$ cat config.mk
export PLATFORM = sky130hd
export DESIGN_NAME = muldiv_unit
export DESIGN_NICKNAME = d
export VERILOG_FILES = /design/src/rtl/muldiv_unit.sv
export SDC_FILE = /design/constraint.sdc
export NUM_CORES = 1
export LEC_CHECK = 0
export ABC_AREA = 1
export CORE_ASPECT_RATIO = 1.2
export CORE_MARGIN = 3
export CORE_UTILIZATION = 40
export DETAILED_ROUTE_END_ITERATION = 8
export PLACE_DENSITY = 0.59
export SYNTH_ARGS = -nofsm -noshare
export SYNTH_HDL_FRONTEND = slang
export SYNTH_SLANG_ARGS = --single-unit
$ cat constraint.sdc
create_clock -name clk -period 2.6 [get_ports clk]
set_clock_uncertainty 0.1 [all_clocks]
set_input_delay 0.52 -clock clk [delete_from_list [all_inputs] [get_ports clk]]
set_output_delay 0.52 -clock clk [all_outputs]
set_load 0.005 [all_outputs]
$ cat src/rtl/muldiv_unit.sv
// Iterative unsigned multiply/divide unit with a start/busy/done handshake and a register-file write port.
// Define MULDIV_DIV_EN to build the restoring divider; without it DIVU/REMU write back 0 immediately.
module muldiv_unit #(
    parameter int WIDTH = 8
) (
    input  logic             clk,
    input  logic             reset,
    input  logic             start,
    input  logic [1:0]       op,
    input  logic [WIDTH-1:0] rs1_val,
    input  logic [WIDTH-1:0] rs2_val,
    input  logic [4:0]       rd_in,
    output logic             busy,
    output logic             done,
    output logic             reg_we,
    output logic [4:0]       rd,
    output logic [WIDTH-1:0] wd
);
    localparam int CW = $clog2(WIDTH + 1);
    localparam logic [CW-1:0] LAST = CW'(WIDTH);

    typedef enum logic [1:0] {IDLE, CALC, WB} state_t;
    state_t state, state_nxt;

    logic [1:0]         op_q;
    logic [4:0]         rd_q;
    logic [CW-1:0]      cnt;
    logic [2*WIDTH-1:0] acc, mcand;
    logic [WIDTH-1:0]   mplier;
    logic               fast;
    logic [WIDTH-1:0]   fast_res, calc_res;

`ifdef MULDIV_DIV_EN
    logic [WIDTH-1:0] rem, quo, dvs;
    logic [WIDTH:0]   rem_sh, rem_diff;

    // Partial remainder gets the next dividend bit; a borrow in rem_diff means restore.
    assign rem_sh   = {rem, quo[WIDTH-1]};
    assign rem_diff = rem_sh - {1'b0, dvs};
    assign fast     = op[1] && (rs2_val == '0);
    assign fast_res = op[0] ? rs1_val : '1;
`else
    assign fast     = op[1];
    assign fast_res = '0;
`endif

    always_comb begin
        calc_res = '0;
        case (op_q)
            2'b00:   calc_res = acc[WIDTH-1:0];
            2'b01:   calc_res = acc[2*WIDTH-1:WIDTH];
`ifdef MULDIV_DIV_EN
            2'b10:   calc_res = quo;
            2'b11:   calc_res = rem;
`endif
            default: calc_res = '0;
        endcase
    end

    always_comb begin
        state_nxt = state;
        case (state)
            IDLE:    if (start) state_nxt = fast ? WB : CALC;
            CALC:    if (cnt == LAST) state_nxt = WB;
            WB:      state_nxt = IDLE;
            default: state_nxt = IDLE;
        endcase
    end

    always_ff @(posedge clk) begin
        if (!reset) begin
            state  <= IDLE;
            op_q   <= '0;
            rd_q   <= '0;
            cnt    <= '0;
            acc    <= '0;
            mcand  <= '0;
            mplier <= '0;
            rd     <= '0;
            wd     <= '0;
`ifdef MULDIV_DIV_EN
            rem    <= '0;
            quo    <= '0;
            dvs    <= '0;
`endif
        end else begin
            state <= state_nxt;
            case (state)
                IDLE: if (start) begin
                    op_q   <= op;
                    rd_q   <= rd_in;
                    cnt    <= '0;
                    acc    <= '0;
                    mcand  <= {{WIDTH{1'b0}}, rs1_val};
                    mplier <= rs2_val;
`ifdef MULDIV_DIV_EN
                    rem    <= '0;
                    quo    <= rs1_val;
                    dvs    <= rs2_val;
`endif
                    if (fast) begin
                        rd <= rd_in;
                        wd <= fast_res;
                    end
                end
                CALC: if (cnt == LAST) begin
                    rd <= rd_q;
                    wd <= calc_res;
                end else begin
                    // Both datapaths step together; op_q picks which one is written back.
                    cnt    <= cnt + 1'b1;
                    acc    <= acc + (mplier[0] ? mcand : '0);
                    mcand  <= mcand << 1;
                    mplier <= mplier >> 1;
`ifdef MULDIV_DIV_EN
                    quo    <= {quo[WIDTH-2:0], ~rem_diff[WIDTH]};
                    rem    <= rem_diff[WIDTH] ? rem_sh[WIDTH-1:0] : rem_diff[WIDTH-1:0];
`endif
                end
                default: ;
            endcase
        end
    end

    assign busy   = (state != IDLE);
    assign done   = (state == WB);
    assign reg_we = done && (rd != '0);
endmodule

==> impl_metrics.env <==
export IMPL_status="completed"
export IMPL_width_of_the_chip_um=93.9
export IMPL_dpl_cell_area_um2=4210
export IMPL_grt_total_usage=0.191
export IMPL_core_area_um2=8800
export IMPL_peakVddDrop_v=0.000379
export IMPL_numCtsBuffers=9
export IMPL_hold_slack_ns=0.363
export IMPL_detailedRoute_firstPassIterationCount=4
export IMPL_report_final_hold_viol_count=0
export IMPL_wire_per_inst_um=12.7
export IMPL_cts_tree="built"
export IMPL_endpoint_kind="output port"
export IMPL_synthFlopType="dfxtp_1"
export IMPL_grt_pass1_wl_um=16000
export IMPL_yosys_warnings=0
export IMPL_detailroute_via_count=3556
export IMPL_timing_critical_path_from_type="register"
export IMPL_port_buffers=41
export IMPL_worst_pin_slew_ns=0.517
export IMPL_holdCritPathClass="register to register"
export IMPL_synth_top_cell_area_share=0.357
export IMPL_yosys_area_top_type="dfxtp_1"
export IMPL_drt_vias_per_instance=4.88
export IMPL_antenna_found_initial=0
export IMPL_setup_tns_ns=0
export IMPL_cp_num_buf_inv=2
export IMPL_slowest_stage="or4_1"
export IMPL_drv_max_cap_violation_count=0
export IMPL_route_detailed_drc=0
export IMPL_critPathTopFamily="simple AND/OR/NAND/NOR gates"
export IMPL_synth_nets=615
export IMPL_clock_insertion_delay_worst_skew_ns=0.34
export IMPL_sequential_cell_area_fraction_in_the_yosys_report=0.357
export IMPL_syn_avg_cell_area_um2=6.49
export IMPL_number_of_nets_at_the_end_of_the_flow=651
export IMPL_filler_cell_count=982
export IMPL_synth_compound_area_share=0.146
export IMPL_fin_area_um2=4370
export IMPL_area_growth_syn_to_layout_pct=18.0
export IMPL_final_antenna_net_count=0
export IMPL_grt_pass1_vias=3492
export IMPL_clock_path_buffers=2
export IMPL_detail_route_iter0_violations=140
export IMPL_post_synth_inst_count=571
export IMPL_cp_cell_sequence="or4_1, o21ai_0, inv_1, clkdlybuf4s50_1"
export IMPL_cts_sink_count=66
export IMPL_rows=37
export IMPL_worst_path_largest_cell_delay_ns=0.50
export IMPL_boundaryPins=42
export IMPL_maxSlewViolCount=0
export IMPL_place_gp_congestion=0.804
export IMPL_unrepaired_setup_endpoints_after_global_routing="false"
export IMPL_dieHeight_um=111
export IMPL_yosys_register_bits=66
export IMPL_synth_async_sr_flop_share=0
export IMPL_clk_pin_slew_ns=0.07
export IMPL_n_antenna_cell=0
export IMPL_xor_xnor_share_of_the_synthesized_area=0.00709
export IMPL_design_die_area_um2=10500
export IMPL_proportion_of_layout_cells_with_a_drive_suffix_above_1=0.0572
export IMPL_synth_area_top_cells="dfxtp_1 36%, nand2_1 19%, inv_1 7.1%"
export IMPL_crit_type="register to output port"
export IMPL_post_synth_top_count_cell="nand2_1"
export IMPL_fmax_mhz=413
export IMPL_synth_cell_types=31
export IMPL_post_route_period_util=0.932
export IMPL_postCtsSetupRepairBufs=0
export IMPL_maximum_number_of_pins_on_one_net_before_global_route_repair=40
export IMPL_worstPathRequired_ns=1.98
export IMPL_worst_path_arrival_time_ns=1.80
export IMPL_synth_top_family_by_area="simple AND/OR/NAND/NOR gates"
export IMPL_place_hpwl_um=6910
export IMPL_initial_core_util=0.421
export IMPL_cts_root_buffer_cell="clkbuf_8"
export IMPL_globalRoute_totalOverflow=0
export IMPL_synth_top_cells_by_count="189 x nand2_1, 70 x inv_1, 66 x dfxtp_1"
export IMPL_synth_simple_gate_area_share=0.317
export IMPL_count_of_flip_flops_with_a_built_in_enable_after_synthesis=0
export IMPL_crit_path_max_fanout=3
export IMPL_holdBufCountCts=0
export IMPL_synth_cell_area_um2=3710
export IMPL_post_cts_resize_count=0
export IMPL_cts_htree_levels=3
export IMPL_setup_violations=0
export IMPL_period_minus_slack_ns=2.42
export IMPL_route_final_wire_length_um=9250
export IMPL_synth_mux_area_frac=0
export IMPL_pwr_density_cell_nw_per_um2=510
export IMPL_timing_max_slew_rel_slack=0.655
export IMPL_synthAdderAreaFrac=0.0628
export IMPL_power_leakage_uw=0.00199
## report_power, final
group | internal, uW | total (uW) | switching [uW]
clock | 368 | 746 | 378
sequential | 1070 | 1120 | 45.1
combinational | 150 | 367 | 217
total | 1590 | 2230 | 640
## cells by family after synthesis
| kind of cell | count (synthesis) |
|---|---|
| compound gates | 100 |
| fa+ha+maj | 18 |
| buf+inv | 98 |
| xor+xnor | 3 |
| flops | 66 |
| simple gates | 286 |
## worst reg2reg max path, stage by stage (launching register included)
cell     delay (ns)
dfxtp_1        0.34
buf_4          0.22
nand2_1        0.07
inv_1          0.05
ha_1           0.26
or2_2          0.33
nand3_1        0.10
nand2_1        0.12
nand2_1        0.11
nand2_1        0.06
nand2_1        0.05
nand3_1        0.07
a21oi_1        0.14
## metrics by stage
step / total power [uW] / utilization / std cells / setup slack (ns)
after floorplan: 1370 / - / 571 / 0.201
after global placement: 1510 / 0.478 / 713 / 0.381
after detailed placement: 1510 / 0.478 / 713 / 0.292
after CTS: 2260 / 0.497 / 729 / 0.149
after global routing: 2360 / 0.497 / 729 / 0.0757
final: 2230 / 0.497 / 729 / 0.176
## area by class of cell
cell class	count	area (um2)	area share
tap	117	146	0.0335
clock inverter	3	15.0	0.00343
sequential	66	1320	0.302
inverter	76	285	0.0653
timing repair buffer	47	480	0.110
multi-input combinational	407	1970	0.452
clock buffer	13	149	0.0341
## cells in the final DEF, fill, tap and decap left out
| master | count |
|---|---|
| nand2_1 | 189 |
| inv_1 | 70 |
| dfxtp_1 | 66 |
| nor2_1 | 47 |
| a21oi_1 | 46 |
| clkdlybuf4s50_1 | 41 |
| o21ai_0 | 34 |
| nand3_1 | 32 |
| ha_1 | 17 |
| a31oi_1 | 14 |
| clkbuf_8 | 10 |
| inv_2 | 4 |
| or2_2 | 4 |
| nor3_1 | 4 |
| buf_4 | 4 |
| nand3b_1 | 3 |
| clkbuf_1 | 3 |
| clkinv_2 | 3 |
| nand2_4 | 2 |
| clkinv_1 | 2 |
| a21oi_2 | 2 |
| nand4_1 | 2 |
| xor2_1 | 2 |
| buf_12 | 2 |
| or4_1 | 1 |
| nor2_4 | 1 |
| o21ai_2 | 1 |
| nand2_2 | 1 |
| o21a_1 | 1 |
| a211oi_1 | 1 |
| xnor2_1 | 1 |
| a211oi_2 | 1 |
| fa_1 | 1 |
## registers in the layout, indices dropped and copies added (netlist names)
| name | flops |
|---|---|
| wd | 8 |
| rd_q | 5 |
| rd | 5 |
| state | 2 |
| cnt | 4 |
| acc | 16 |
| mplier | 8 |
| op_q | 2 |
| mcand | 16 |
## path summary, 6_finish.rpt
kind	start	endpoint	slack [ns]	depth (start not counted)
setup / recovery	rd[4]$_SDFFE_PN0P_	reg_we	0.18	4
hold reg to reg	mcand[15]$_SDFFE_PN0P_	mcand[15]$_SDFFE_PN0P_	0.36	2
setup reg to reg	mplier[0]$_SDFFE_PN0P_	acc[11]$_SDFFE_PN0P_	0.50	12
hold / removal	mcand[15]$_SDFFE_PN0P_	mcand[15]$_SDFFE_PN0P_	0.36	2
## metal layers
| layer | global-route usage | vias to the layer above | share of wire |
|---|---|---|---|
| li1 | - | 1886 | - |
| met1 | 0.236 | 1610 | 0.46 |
| met2 | 0.332 | 48 | 0.50 |
| met3 | 0.0284 | 12 | 0.027 |
| met4 | 0.0694 | 0 | 0.016 |
| met5 | 0 | - | 0 |
No activity file was read; power rests on OpenSTA's default activity.
